==> src/rtl/rv32_pkg.sv <==
// rv32_pkg: shared memory-size encodings and LSU state type
// Contents:
//   BYTE / HALFWORD / WORD  mem_size encodings driven by the decoder
//   lsu_state_e             load/store unit FSM states
package rv32_pkg;
    localparam logic [2:0] BYTE     = 3'b000;
    localparam logic [2:0] HALFWORD = 3'b001;
    localparam logic [2:0] WORD     = 3'b010;
    typedef enum logic [1:0] {IDLE, REQ, WAIT} lsu_state_e;
endpackage

==> src/rtl/lsu_align.sv <==
// lsu_align: byte-lane alignment for stores and load extraction/extension
// Ports:
//   size, offset   access size and byte offset within the word
//   unsign         zero-extend (1) or sign-extend (0) the load result
//   wdata          store data, lane-replicated onto wdata_lane
//   rdata          raw bus read word, extracted/extended onto rdata_ext
//   be             byte enables for the access
//   legal          size is defined and the address is naturally aligned
module lsu_align
    import rv32_pkg::*;
(
    input  logic [2:0]  size,
    input  logic [1:0]  offset,
    input  logic        unsign,
    input  logic [31:0] wdata,
    input  logic [31:0] rdata,
    output logic [3:0]  be,
    output logic [31:0] wdata_lane,
    output logic [31:0] rdata_ext,
    output logic        legal
);
    logic [31:0] shifted;

    assign legal = (size == BYTE) || (size == HALFWORD && !offset[0]) ||
                   (size == WORD && offset == 2'b00);
    assign be = (size == BYTE)     ? 4'b0001 << offset :
                (size == HALFWORD) ? 4'b0011 << offset : 4'b1111;
    assign wdata_lane = (size == BYTE)     ? {4{wdata[7:0]}} :
                        (size == HALFWORD) ? {2{wdata[15:0]}} : wdata;
    // Move the addressed lane down to bit 0 before extending.
    assign shifted = rdata >> {offset, 3'b000};
    assign rdata_ext = (size == BYTE)     ? {{24{!unsign && shifted[7]}}, shifted[7:0]} :
                       (size == HALFWORD) ? {{16{!unsign && shifted[15]}}, shifted[15:0]} : rdata;
endmodule

==> src/rtl/lsu_ctrl.sv <==
// lsu_ctrl: load/store unit controller between EX/WB and a req/gnt/rvalid bus
// Ports:
//   clk, rst_n                       clock, asynchronous active-low reset
//   ex_valid/ex_ready                operation handshake from EX
//   mem_wren/mem_load/mem_size/mem_unsign, addr, wdata, rd_addr
//                                    operation fields from decode/EX
//   busy                             pipeline stall while not idle
//   bus_req/we/addr/be/wdata         request channel, held until bus_gnt
//   bus_gnt, bus_rvalid, bus_rdata   bus responses
//   wb_valid/wb_rd_addr/wb_data      one-cycle load writeback
//   fault                            one-cycle pulse on illegal access or timeout
// Optional: define LSU_TIMEOUT_EN to abandon a transfer after TIMEOUT_CYCLES.
module lsu_ctrl
    import rv32_pkg::*;
#(
    parameter int TIMEOUT_CYCLES = 255
) (
    input  logic        clk,
    input  logic        rst_n,
    input  logic        ex_valid,
    output logic        ex_ready,
    input  logic        mem_wren,
    input  logic        mem_load,
    input  logic [2:0]  mem_size,
    input  logic        mem_unsign,
    input  logic [31:0] addr,
    input  logic [31:0] wdata,
    input  logic [4:0]  rd_addr,
    output logic        busy,
    output logic        bus_req,
    output logic        bus_we,
    output logic [31:0] bus_addr,
    output logic [3:0]  bus_be,
    output logic [31:0] bus_wdata,
    input  logic        bus_gnt,
    input  logic        bus_rvalid,
    input  logic [31:0] bus_rdata,
    output logic        wb_valid,
    output logic [4:0]  wb_rd_addr,
    output logic [31:0] wb_data,
    output logic        fault
);
    lsu_state_e  state, state_n;
    logic [2:0]  size_q;
    logic [1:0]  off_q;
    logic        uns_q;
    logic [4:0]  rd_q;
    logic        idle, accept, legal, done, timeout_hit;
    logic [3:0]  be;
    logic [31:0] lane, ext;

    assign idle     = (state == IDLE);
    assign ex_ready = idle;
    assign busy     = !idle;
    assign accept   = ex_valid && idle && (mem_wren || mem_load);
    assign done     = (state == REQ && bus_gnt) || (state == WAIT && bus_rvalid);

    // One aligner serves both paths: live fields at accept, latched fields for the load return.
    lsu_align u_align (
        .size       (idle ? mem_size : size_q),
        .offset     (idle ? addr[1:0] : off_q),
        .unsign     (uns_q),
        .wdata      (wdata),
        .rdata      (bus_rdata),
        .be         (be),
        .wdata_lane (lane),
        .rdata_ext  (ext),
        .legal      (legal)
    );

`ifdef LSU_TIMEOUT_EN
    localparam int CW = $clog2(TIMEOUT_CYCLES + 1);
    logic [CW-1:0] cnt;
    always_ff @(posedge clk or negedge rst_n) begin
        if (!rst_n) cnt <= '0;
        else        cnt <= (idle || state_n != state) ? '0 : cnt + 1'b1;
    end
    // cnt counts completed cycles in the current state; this is the last permitted one.
    assign timeout_hit = !idle && !done && cnt == CW'(TIMEOUT_CYCLES - 1);
`else
    logic unused_timeout;
    assign unused_timeout = ^TIMEOUT_CYCLES;
    assign timeout_hit    = 1'b0;
`endif

    always_comb begin
        state_n = state;
        if (idle)             state_n = (accept && legal) ? REQ : IDLE;
        else if (timeout_hit) state_n = IDLE;
        else if (done)        state_n = (state == REQ && !bus_we) ? WAIT : IDLE;
    end

    always_ff @(posedge clk or negedge rst_n) begin
        if (!rst_n) state <= IDLE;
        else        state <= state_n;
    end

    always_ff @(posedge clk or negedge rst_n) begin
        if (!rst_n) begin
            bus_req    <= 1'b0;
            bus_we     <= 1'b0;
            bus_addr   <= '0;
            bus_be     <= '0;
            bus_wdata  <= '0;
            wb_valid   <= 1'b0;
            wb_rd_addr <= '0;
            wb_data    <= '0;
            fault      <= 1'b0;
            size_q     <= '0;
            off_q      <= '0;
            uns_q      <= 1'b0;
            rd_q       <= '0;
        end else begin
            bus_req  <= (state_n == REQ);
            fault    <= (accept && !legal) || timeout_hit;
            wb_valid <= (state == WAIT) && bus_rvalid;
            if (accept && legal) begin
                bus_we    <= mem_wren;
                bus_addr  <= {addr[31:2], 2'b00};
                bus_be    <= be;
                bus_wdata <= lane;
                size_q    <= mem_size;
                off_q     <= addr[1:0];
                uns_q     <= mem_unsign;
                rd_q      <= rd_addr;
            end
            if (state == WAIT && bus_rvalid) begin
                wb_data    <= ext;
                wb_rd_addr <= rd_q;
            end
        end
    end
endmodule

==> config.mk <==
export PLATFORM = sky130hd
export DESIGN_NAME = lsu_ctrl
export DESIGN_NICKNAME = d
export VERILOG_FILES = /design/src/rtl/rv32_pkg.sv /design/src/rtl/lsu_align.sv /design/src/rtl/lsu_ctrl.sv
export SDC_FILE = /design/constraint.sdc
export NUM_CORES = 1
export LEC_CHECK = 0
export ABC_AREA = 1
export CAP_MARGIN = 10
export CORE_ASPECT_RATIO = 0.9
export CORE_MARGIN = 5
export CORE_UTILIZATION = 49
export DETAILED_ROUTE_END_ITERATION = 6
export GPL_TIMING_DRIVEN = 0
export PLACE_DENSITY = 0.88
export SLEW_MARGIN = 10
export SYNTH_ARGS = -nofsm -noshare
export SYNTH_HDL_FRONTEND = slang
export SYNTH_HIERARCHICAL = 1
export SYNTH_SLANG_ARGS = --single-unit
==> constraint.sdc <==
create_clock -name clk -period 3.7 [get_ports clk]
set_input_delay 0.925 -clock clk [delete_from_list [all_inputs] [get_ports clk]]
set_output_delay 0.925 -clock clk [all_outputs]
set_load 0.03 [all_outputs]
==> results of run 1 <==
[metal layers]
metal,global-route usage (%),share of wire (%),wire [um]
met5,0,0,0
met1,38.2,42,8980
met3,7.44,9.8,2100
met4,9.81,2.6,553
met2,42.2,46,9870
[cells in the mapped netlist (all sizes together)]
| cell type | n | share of area, % |
|---|---|---|
| o21ai | 27 | 2.2 |
| nor3b | 1 | 0.12 |
| nand3 | 40 | 3.5 |
| a21boi | 6 | 0.71 |
| conb | 1 | 0.059 |
| inv | 25 | 1.5 |
| ha | 4 | 0.79 |
| nor2 | 7 | 0.69 |
| or2 | 1 | 0.098 |
| o21a | 1 | 0.12 |
| nand2 | 454 | 27 |
| a21oi | 10 | 0.79 |
| dfrtp | 120 | 47 |
| clkbuf | 9 | 0.53 |
| o211ai | 1 | 0.12 |
| nand4 | 80 | 8.1 |
| buf | 64 | 6.6 |
| nor3 | 1 | 0.078 |
| o22ai | 1 | 0.098 |
[worst paths after layout]
kind / to / slack, ns / depth (start not counted)
setup reg to reg: bus_addr[3] / 0.48 / 15
max in group asynchronous: uns_q / 2.53 / 2
min in group clk: wb_data[18] / 0.48 / 2
hold / removal: wb_data[12] / 0.45 / 1
hold reg to reg: wb_data[18] / 0.48 / 2
setup / recovery: bus_addr[3] / 0.48 / 15
[registers in the layout, summed over array words and instances, names as in the netlist]
signal,flops
size_q,3
wb_valid,1
fault,1
wb_data,32
bus_addr,30
bus_wdata,32
uns_q,1
bus_be,4
state,2
rd_q,5
bus_req,1
off_q,2
wb_rd_addr,5
bus_we,1
[metrics by stage]
step / cells / util [%] / total power [mW] / hold WS, ns
after global routing: 1271 / 74.2 / 10.1 / 0.494
after floorplan: 854 / - / 5.62 / 0.442
after CTS: 1271 / 74.2 / 9.52 / 0.467
final: 1272 / 74.3 / 9.53 / 0.450
after global placement: 1238 / 68.9 / 7.55 / 0.461
after detailed placement: 1239 / 69.2 / 7.65 / 0.464
[critical path, cell delays in order (launching register included)]
cell and delay [ns]:
dfrtp_1 0.43, nor2_4 0.24, buf_4 0.23, inv_1 0.13, nand2_1 0.08, nand2_1 0.17
inv_1 0.24, buf_2 0.28, ha_1 0.21, o21ai_0 0.08, o21ai_0 0.06, buf_2 0.26
nand4_4 0.20, clkbuf_1 0.29, nand2_1 0.14, nand2_1 0.06
[layout make-up]
cell class,count,area (um2)
fillers,968,3280
well taps,164,205
clock inverters,12,198
repair buffers,221,2230
multi-input cells,636,2820
clock buffers,20,447
plain buffers,73,454
flip-flops and latches,120,3000
inverters,25,93.8
diodes,1,2.50
[kinds of logic after synthesis]
family / after synthesis / share of synthesized area (%)
compound gates: 46 / 4.01
simple gates: 584 / 39.4
buf+inv: 98 / 8.60
other cells: 1 / 0.0589
flops: 120 / 47.1
fa+ha+maj: 4 / 0.786
[power groups by stage]
stage	combinational (mW)	sequential [mW]	clock, mW
6_report	5.46	2.26	1.80
3_3_place_gp	5.30	2.25	0
2_1_floorplan	2.37	3.24	0
4_1_cts	5.44	2.26	1.83
5_1_grt	5.90	2.32	1.89
3_5_place_dp	5.39	2.26	0
==> flow_summary.html, run 1 <==
<table>
<tr><th>Metric</th><th>Value</th></tr>
<tr><th colspan="2">Critical path</th></tr>
<tr><td>Arrival time of data at the critical path endpoint</td><td>3.52 ns</td></tr>
<tr><td>Worst setup startpoint</td><td>state[0]</td></tr>
<tr><td>Critical register-to-register path startpoint</td><td>state[0]</td></tr>
<tr><td>Element type at the critical path start</td><td>flip-flop</td></tr>
<tr><td>Critical Path Fanout Max</td><td>11</td></tr>
<tr><td>Required time of the critical path</td><td>4.00 ns</td></tr>
<tr><td>Type of the worst setup path</td><td>reg -&gt; reg</td></tr>
<tr><td>Endpoint type of the worst setup path</td><td>flip-flop</td></tr>
<tr><th colspan="2">Clocking</th></tr>
<tr><td>Number of post-CTS setup repair buffers</td><td>0</td></tr>
<tr><td>Gates resized, CTS repair</td><td>0</td></tr>
<tr><td>Clock Path Buffers</td><td>2</td></tr>
<tr><td>Root buffer selected by CTS</td><td>clkbuf_16</td></tr>
<tr><td>Clock sink count</td><td>120</td></tr>
<tr><td>Skew-Pair Late Insertion Delay</td><td>0.42 ns</td></tr>
<tr><td>Clock transition at the registers of the reported paths</td><td>0.05 ns</td></tr>
<tr><td>Clock tree from TritonCTS</td><td>yes</td></tr>
<tr><td>Total clock buffers created by CTS</td><td>17</td></tr>
<tr><td>Clock H-tree levels</td><td>4</td></tr>
<tr><td>Hold-fix buffers at CTS</td><td>0</td></tr>
<tr><th colspan="2">Timing</th></tr>
<tr><td>Final critical-path required period</td><td>3.22 ns</td></tr>
<tr><td>Total Neg Setup Slack</td><td>0 ns</td></tr>
<tr><td>Post-layout worst setup margin</td><td>0.482 ns</td></tr>
<tr><td>Final worst-path cycle share</td><td>87.0%</td></tr>
<tr><td>Final hold violations</td><td>0</td></tr>
<tr><td>Setup-violating endpoint count in the final report</td><td>0</td></tr>
<tr><td>Worst-case clock skew</td><td>0.0125 ns</td></tr>
<tr><td>Normalized max-slew margin</td><td>65.9%</td></tr>
<tr><td>Highest achievable clock rate</td><td>311 MHz</td></tr>
<tr><td>RSZ-0062 raised after global routing</td><td>no</td></tr>
<tr><td>Worst-Margin Slew</td><td>0.512 ns</td></tr>
<tr><td>Final slew viol count</td><td>0</td></tr>
<tr><th colspan="2">Die</th></tr>
<tr><td>Number of rows in the core area</td><td>39</td></tr>
<tr><td>Core footprint</td><td>12700 um2</td></tr>
<tr><td>Top-Level Pins</td><td>223</td></tr>
<tr><td>Die outline height</td><td>118 um</td></tr>
<tr><td>Starting utilization of the core area</td><td>50.0%</td></tr>
<tr><td>Total Die Area</td><td>15400 um2</td></tr>
<tr><td>Die boundary width</td><td>130 um</td></tr>
<tr><th colspan="2">Power</th></tr>
<tr><td>Switching Fraction</td><td>46.5%</td></tr>
<tr><td>Part of the power in registers</td><td>23.7%</td></tr>
<tr><td>Power per cell area</td><td>1010 nW/um2</td></tr>
<tr><td>Part of the power in combinational logic</td><td>57.3%</td></tr>
<tr><td>Net load switching power</td><td>4.43 mW</td></tr>
<tr><td>Static leakage</td><td>4.84 nW</td></tr>
<tr><td>Max rail drop VDD</td><td>0.000580 V</td></tr>
<tr><td>Clock power frac</td><td>18.9%</td></tr>
<tr><td>Int Power</td><td>5.09 mW</td></tr>
<tr><th colspan="2">GRT</th></tr>
<tr><td>Global-route wire length before repair</td><td>34100 um</td></tr>
<tr><td>GR Overflow Total</td><td>0</td></tr>
<tr><td>Via count of the first global-routing pass</td><td>6548</td></tr>
<tr><td>GRT Overall Usage</td><td>27.7%</td></tr>
<tr><td>Pin count of the biggest net entering global routing</td><td>69</td></tr>
<tr><td>Antenna violations before repair</td><td>0</td></tr>
<tr><th colspan="2">Job</th></tr>
<tr><td>Max-cap violations</td><td>0</td></tr>
<tr><th colspan="2">Min path</th></tr>
<tr><td>Min-delay worst type</td><td>in -&gt; async</td></tr>
<tr><th colspan="2">Placed design</th></tr>
<tr><td>Area post-placement</td><td>8810 um2</td></tr>
<tr><td>Placer's final routability congestion estimate</td><td>0.966</td></tr>
<tr><td>Final HPWL DP</td><td>15900 um</td></tr>
<tr><td>Pre-CTS setup slack</td><td>0.127 ns</td></tr>
<tr><td>Port Buffers</td><td>220</td></tr>
<tr><th colspan="2">Finish</th></tr>
<tr><td>Synth-to-Final Area Change</td><td>48.5%</td></tr>
<tr><td>Final-stage net count</td><td>1210</td></tr>
<tr><td>Area of all placed cells without fillers</td><td>9460 um2</td></tr>
<tr><td>Most common library cell in the layout ignoring fill and taps</td><td>nand2_1</td></tr>
<tr><td>Layout cells sized above 1</td><td>9.67%</td></tr>
<tr><td>Most used cells in the layout excluding fill and tap cells</td><td>nand2_1, clkdlybuf4s50_1, dfrtp_1</td></tr>
<tr><th colspan="2">Yosys</th></tr>
<tr><td>Number of synthesis warnings</td><td>6</td></tr>
<tr><td>Synthesized instance count</td><td>853</td></tr>
<tr><td>Flip-flop and latch count after synthesis</td><td>120</td></tr>
<tr><td>Post-synthesis instance area</td><td>6370 um2</td></tr>
<tr><td>Portion of the post-synthesis area used by sequential elements</td><td>47.1%</td></tr>
<tr><td>Mean cell area of the mapped netlist</td><td>7.47 um2</td></tr>
<tr><td>Count of unique library cells instantiated by Yosys</td><td>31</td></tr>
<tr><th colspan="2">Run status</th></tr>
<tr><td>Run status</td><td>complete, no violations</td></tr>
<tr><th colspan="2">Drt</th></tr>
<tr><td>Drt drc</td><td>0</td></tr>
<tr><td>Iteration count of the initial detailed-routing pass</td><td>5</td></tr>
<tr><td>Count of antenna-violating nets left after detailed routing</td><td>0</td></tr>
<tr><td>Vias</td><td>6819</td></tr>
<tr><td>Starting DRC count in detailed routing</td><td>632</td></tr>
<tr><td>Routed wire length per instance</td><td>16.9 um</td></tr>
<tr><td>Ratio of routed vias to standard cells</td><td>5.36</td></tr>
<tr><td>Aggregate routed wire length</td><td>21500 um</td></tr>
</table>
(Power assumes the default switching activity.)
==> run 2, diff against run 1 <==
Settings changed: CORE_UTILIZATION 49 to 45, PLACE_DENSITY 0.88 to 0.82.
==> run 2 against run 1 <==
  * The run now ends with design-rule violations left
  * Cell count rose by 2.2%
  * Core utilization fell by 6.2 points
  * Critical path type unchanged
  * Register-to-register slack got worse by 0.07 ns
  * Non-clock buffer count did not move
  * Clock skew rose by 0.0022 ns
  * Highest routed layer unchanged
  * Flip-flop and latch count did not move
  * Die area rose by 8.2%
  * Total power rose by 0.20%
  * Global-route usage fell by 1.4 points
==> flow_summary.html, run 2 (synthesized netlist as in run 1, its figures left out) <==
<table>
<tr><th>Metric</th><th>Value</th></tr>
<tr><th colspan="2">Run status</th></tr>
<tr><td>Run status</td><td>complete, but fails checks (was complete, no violations)</td></tr>
<tr><td>Failing checks</td><td>design-rule violations</td></tr>
<tr><th colspan="2">Finish</th></tr>
<tr><td>Total inserted antenna cells</td><td>0 (was 1)</td></tr>
<tr><td>Most common library cell in the layout ignoring fill and taps</td><td>nand2_1 (unchanged)</td></tr>
<tr><td>Register cell area after layout</td><td>3000 um2 (unchanged)</td></tr>
<tr><td>Multi-input gate area in the final layout</td><td>2820 um2 (unchanged)</td></tr>
<tr><td>Layout cells sized above 1</td><td>9.85% (was 9.67%)</td></tr>
<tr><td>Final-stage net count</td><td>1210 (unchanged)</td></tr>
<tr><td>Filler instances</td><td>1172 (was 968)</td></tr>
<tr><td>Synth-to-Final Area Change</td><td>49.0% (was 48.5%)</td></tr>
<tr><td>Top Registers</td><td>bus_wdata (32), wb_data (32), bus_addr (30) (unchanged)</td></tr>
<tr><td>Most used cells in the layout excluding fill and tap cells</td><td>nand2_1, clkdlybuf4s50_1, dfrtp_1 (unchanged)</td></tr>
<tr><th colspan="2">Timing</th></tr>
<tr><td>Highest achievable clock rate</td><td>304 MHz (was 311 MHz)</td></tr>
<tr><td>Post-layout worst setup margin</td><td>0.413 ns (was 0.482 ns)</td></tr>
<tr><td>RSZ-0062 raised after global routing</td><td>no (unchanged)</td></tr>
<tr><td>Final critical-path required period</td><td>3.29 ns (was 3.22 ns)</td></tr>
<tr><td>Setup-violating endpoint count in the final report</td><td>0 (unchanged)</td></tr>
<tr><td>Worst-Margin Slew</td><td>0.535 ns (was 0.512 ns)</td></tr>
<tr><td>Normalized max-slew margin</td><td>64.3% (was 65.9%)</td></tr>
<tr><td>Final slew viol count</td><td>0 (unchanged)</td></tr>
<tr><td>Final hold violations</td><td>0 (unchanged)</td></tr>
<tr><td>Worst-case clock skew</td><td>0.0147 ns (was 0.0125 ns)</td></tr>
<tr><td>Final worst-path cycle share</td><td>88.8% (was 87.0%)</td></tr>
<tr><td>Total Neg Setup Slack</td><td>0 ns (unchanged)</td></tr>
<tr><th colspan="2">Critical path</th></tr>
<tr><td>Count of cells along the worst register-to-register path</td><td>15 (unchanged)</td></tr>
<tr><td>Most common cell on crit path</td><td>buf_2 (was nand2_1)</td></tr>
<tr><td>Worst-path cell chain</td><td>nor2_4 &gt; buf_4 &gt; inv_1 &gt; nand2_1 &gt; nand2_1 &gt; inv_1 &gt; buf_2 &gt; ha_1 &gt; o21ai_0 &gt; o21ai_0 &gt; buf_2 &gt; buf_2 &gt; buf_2 &gt; nand4_1 &gt; nand2_1 (was nor2_4 &gt; buf_4 &gt; inv_1 &gt; nand2_1 &gt; nand2_1 &gt; inv_1 &gt; buf_2 &gt; ha_1 &gt; o21ai_0 &gt; o21ai_0 &gt; buf_2 &gt; nand4_4 &gt; clkbuf_1 &gt; nand2_1 &gt; nand2_1)</td></tr>
<tr><td>Element type at the critical path start</td><td>flip-flop (unchanged)</td></tr>
<tr><td>Buffers &amp; Inverters on Critical Path</td><td>7 (was 6)</td></tr>
<tr><td>Critical Path Fanout Max</td><td>11 (unchanged)</td></tr>
<tr><td>Top delay family on crit path</td><td>buffers and inverters (unchanged)</td></tr>
<tr><td>Type of the worst setup path</td><td>reg -&gt; reg (unchanged)</td></tr>
<tr><td>Slack of the worst reg-to-reg path</td><td>0.41 ns (was 0.48 ns)</td></tr>
<tr><td>Required time of the critical path</td><td>4.07 ns (was 4.00 ns)</td></tr>
<tr><td>Instance count on the critical path</td><td>15 (unchanged)</td></tr>
<tr><td>Critical register-to-register path startpoint</td><td>state[0] (unchanged)</td></tr>
<tr><td>Delay of the slowest cell on the worst path</td><td>0.43 ns (about the same)</td></tr>
<tr><td>Critical register-to-register path endpoint</td><td>bus_wdata[7] (was bus_addr[3])</td></tr>
<tr><td>Arrival time of data at the critical path endpoint</td><td>3.66 ns (was 3.52 ns)</td></tr>
<tr><td>Slowest-stage cell, CP</td><td>dfrtp_1 (unchanged)</td></tr>
<tr><td>Endpoint type of the worst setup path</td><td>flip-flop (unchanged)</td></tr>
<tr><th colspan="2">Drt</th></tr>
<tr><td>Ratio of routed vias to standard cells</td><td>5.24 (was 5.36)</td></tr>
<tr><td>Vias</td><td>6812 (was 6819)</td></tr>
<tr><td>Count of antenna-violating nets left after detailed routing</td><td>0 (unchanged)</td></tr>
<tr><td>Routed wire length per instance</td><td>16.8 um (was 16.9 um)</td></tr>
<tr><td>Starting DRC count in detailed routing</td><td>636 (was 632)</td></tr>
<tr><td>Drt drc</td><td>1 (was 0)</td></tr>
<tr><td>Aggregate routed wire length</td><td>21800 um (was 21500 um)</td></tr>
<tr><td>Iteration count of the initial detailed-routing pass</td><td>7 (was 5)</td></tr>
<tr><th colspan="2">Clocking</th></tr>
<tr><td>Gates resized, CTS repair</td><td>0 (unchanged)</td></tr>
<tr><td>Hold-fix buffers at CTS</td><td>0 (unchanged)</td></tr>
<tr><td>Clock tree from TritonCTS</td><td>yes (unchanged)</td></tr>
<tr><td>Number of post-CTS setup repair buffers</td><td>0 (unchanged)</td></tr>
<tr><td>Clock H-tree levels</td><td>4 (unchanged)</td></tr>
<tr><td>Root buffer selected by CTS</td><td>clkbuf_16 (unchanged)</td></tr>
<tr><td>Total clock buffers created by CTS</td><td>17 (unchanged)</td></tr>
<tr><td>Clock sink count</td><td>120 (unchanged)</td></tr>
<tr><td>Skew-Pair Late Insertion Delay</td><td>0.43 ns (was 0.42 ns)</td></tr>
<tr><td>Clock Path Buffers</td><td>2 (unchanged)</td></tr>
<tr><td>Clock transition at the registers of the reported paths</td><td>0.06 ns (was 0.05 ns)</td></tr>
<tr><th colspan="2">Die</th></tr>
<tr><td>Top-Level Pins</td><td>223 (unchanged)</td></tr>
<tr><td>Die boundary width</td><td>135 um (was 130 um)</td></tr>
<tr><td>Starting utilization of the core area</td><td>45.7% (was 50.0%)</td></tr>
<tr><td>Total Die Area</td><td>16600 um2 (was 15400 um2)</td></tr>
<tr><td>Number of rows in the core area</td><td>41 (was 39)</td></tr>
<tr><td>Core footprint</td><td>14000 um2 (was 12700 um2)</td></tr>
<tr><td>Die outline height</td><td>123 um (was 118 um)</td></tr>
<tr><th colspan="2">Min path</th></tr>
<tr><td>Min-delay worst type</td><td>in -&gt; async (unchanged)</td></tr>
<tr><th colspan="2">Power</th></tr>
<tr><td>Static leakage</td><td>4.83 nW (was 4.84 nW)</td></tr>
<tr><td>Power per cell area</td><td>1010 nW/um2 (about the same)</td></tr>
<tr><td>Max rail drop VDD</td><td>0.000490 V (was 0.000580 V)</td></tr>
<tr><th colspan="2">Placed design</th></tr>
<tr><td>Final HPWL DP</td><td>16000 um (was 15900 um)</td></tr>
<tr><td>Placer's final routability congestion estimate</td><td>0.921 (was 0.966)</td></tr>
<tr><td>Port Buffers</td><td>220 (unchanged)</td></tr>
<tr><td>Pre-CTS setup slack</td><td>0.0797 ns (was 0.127 ns)</td></tr>
<tr><th colspan="2">GRT</th></tr>
<tr><td>GRT Overall Usage</td><td>26.4% (was 27.7%)</td></tr>
<tr><td>Pin count of the biggest net entering global routing</td><td>67 (was 69)</td></tr>
<tr><td>GR Overflow Total</td><td>0 (unchanged)</td></tr>
<tr><td>Antenna violations before repair</td><td>0 (unchanged)</td></tr>
<tr><td>Via count of the first global-routing pass</td><td>6460 (was 6548)</td></tr>
<tr><td>Global-route wire length before repair</td><td>34200 um (was 34100 um)</td></tr>
<tr><th colspan="2">Job</th></tr>
<tr><td>Max-cap violations</td><td>0 (unchanged)</td></tr>
</table>
run 2: cell types whose count changed in the layout (fill, tap and decap cells not counted), sizes merged:
cell / previous run / this run
bufinv: 5 / 4
clkbuf: 29 / 28
clkinv: 4 / 1
clkinvlp: 2 / 5
diode: 1 / 0
inv: 26 / 28
run 2: area by class of cell:
| cell class | instances | area share [%] |
|---|---|---|
| sequential | 120 | 31.6 |
| buffer | 73 | 4.79 |
| tap | 193 | 2.54 |
| clock inverter | 13 | 2.03 |
| clock buffer | 19 | 4.77 |
| inverter | 25 | 0.989 |
| timing repair buffer | 221 | 23.5 |
| multi-input combinational | 636 | 29.7 |
run 2: how the worst max path moves through the flow:
stage               startpoint            end  slack, ns
floorplan             state[0]  bus_wdata[12]       1.08
global placement         rst_n   bus_addr[16]      -3.03
detailed placement     addr[1]   bus_wdata[3]       0.08
CTS                   state[0]   bus_wdata[7]       0.45
global route          state[0]   bus_wdata[7]       0.19
finish                state[0]   bus_wdata[7]       0.41
run 2: power by group:
part	internal [mW]	switching (mW)	leakage [nW]
Clock	1.17	0.644	0.299
Combinational	1.97	3.51	3.01
Sequential	1.91	0.346	1.52
Total	5.05	4.50	4.83
run 2: per-layer routing:
layer	vias up	track usage, %	routed length (um)
li1	3232	-	-
met1	3180	36.8	9260
met2	357	40.0	9980
met3	43	6.68	1970
met4	0	9.32	589
met5	-	0	0
run 2: stage by stage:
stage | instances | power, mW | hold WS [ns] | area [um2] | util, %
3_5_place_dp | 1268 | 7.66 | 0.463 | 8850 | 63.4
2_1_floorplan | 854 | 5.62 | 0.442 | 6370 | -
5_1_grt | 1300 | 10.1 | 0.484 | 9490 | 68.0
3_3_place_gp | 1267 | 7.59 | 0.451 | 8820 | 63.2
6_report | 1300 | 9.55 | 0.445 | 9490 | 68.0
4_1_cts | 1300 | 9.52 | 0.473 | 9490 | 68.0
run 2: worst register-to-register path: cells and delay by family, from the launching register on:
family	cells	cell delay, ns
DFF	1	0.43
buffers and inverters	7	1.71
and+or+nand+nor	5	0.71
adders and majority gates	1	0.21
AOI/OAI and AO/OA	2	0.16
==> run 3, diff against run 2 <==
Settings changed: SLEW_MARGIN 10 to not set.
==> results of run 3 <==
The final DEF is identical to that of run 2; final timing and power are the same.
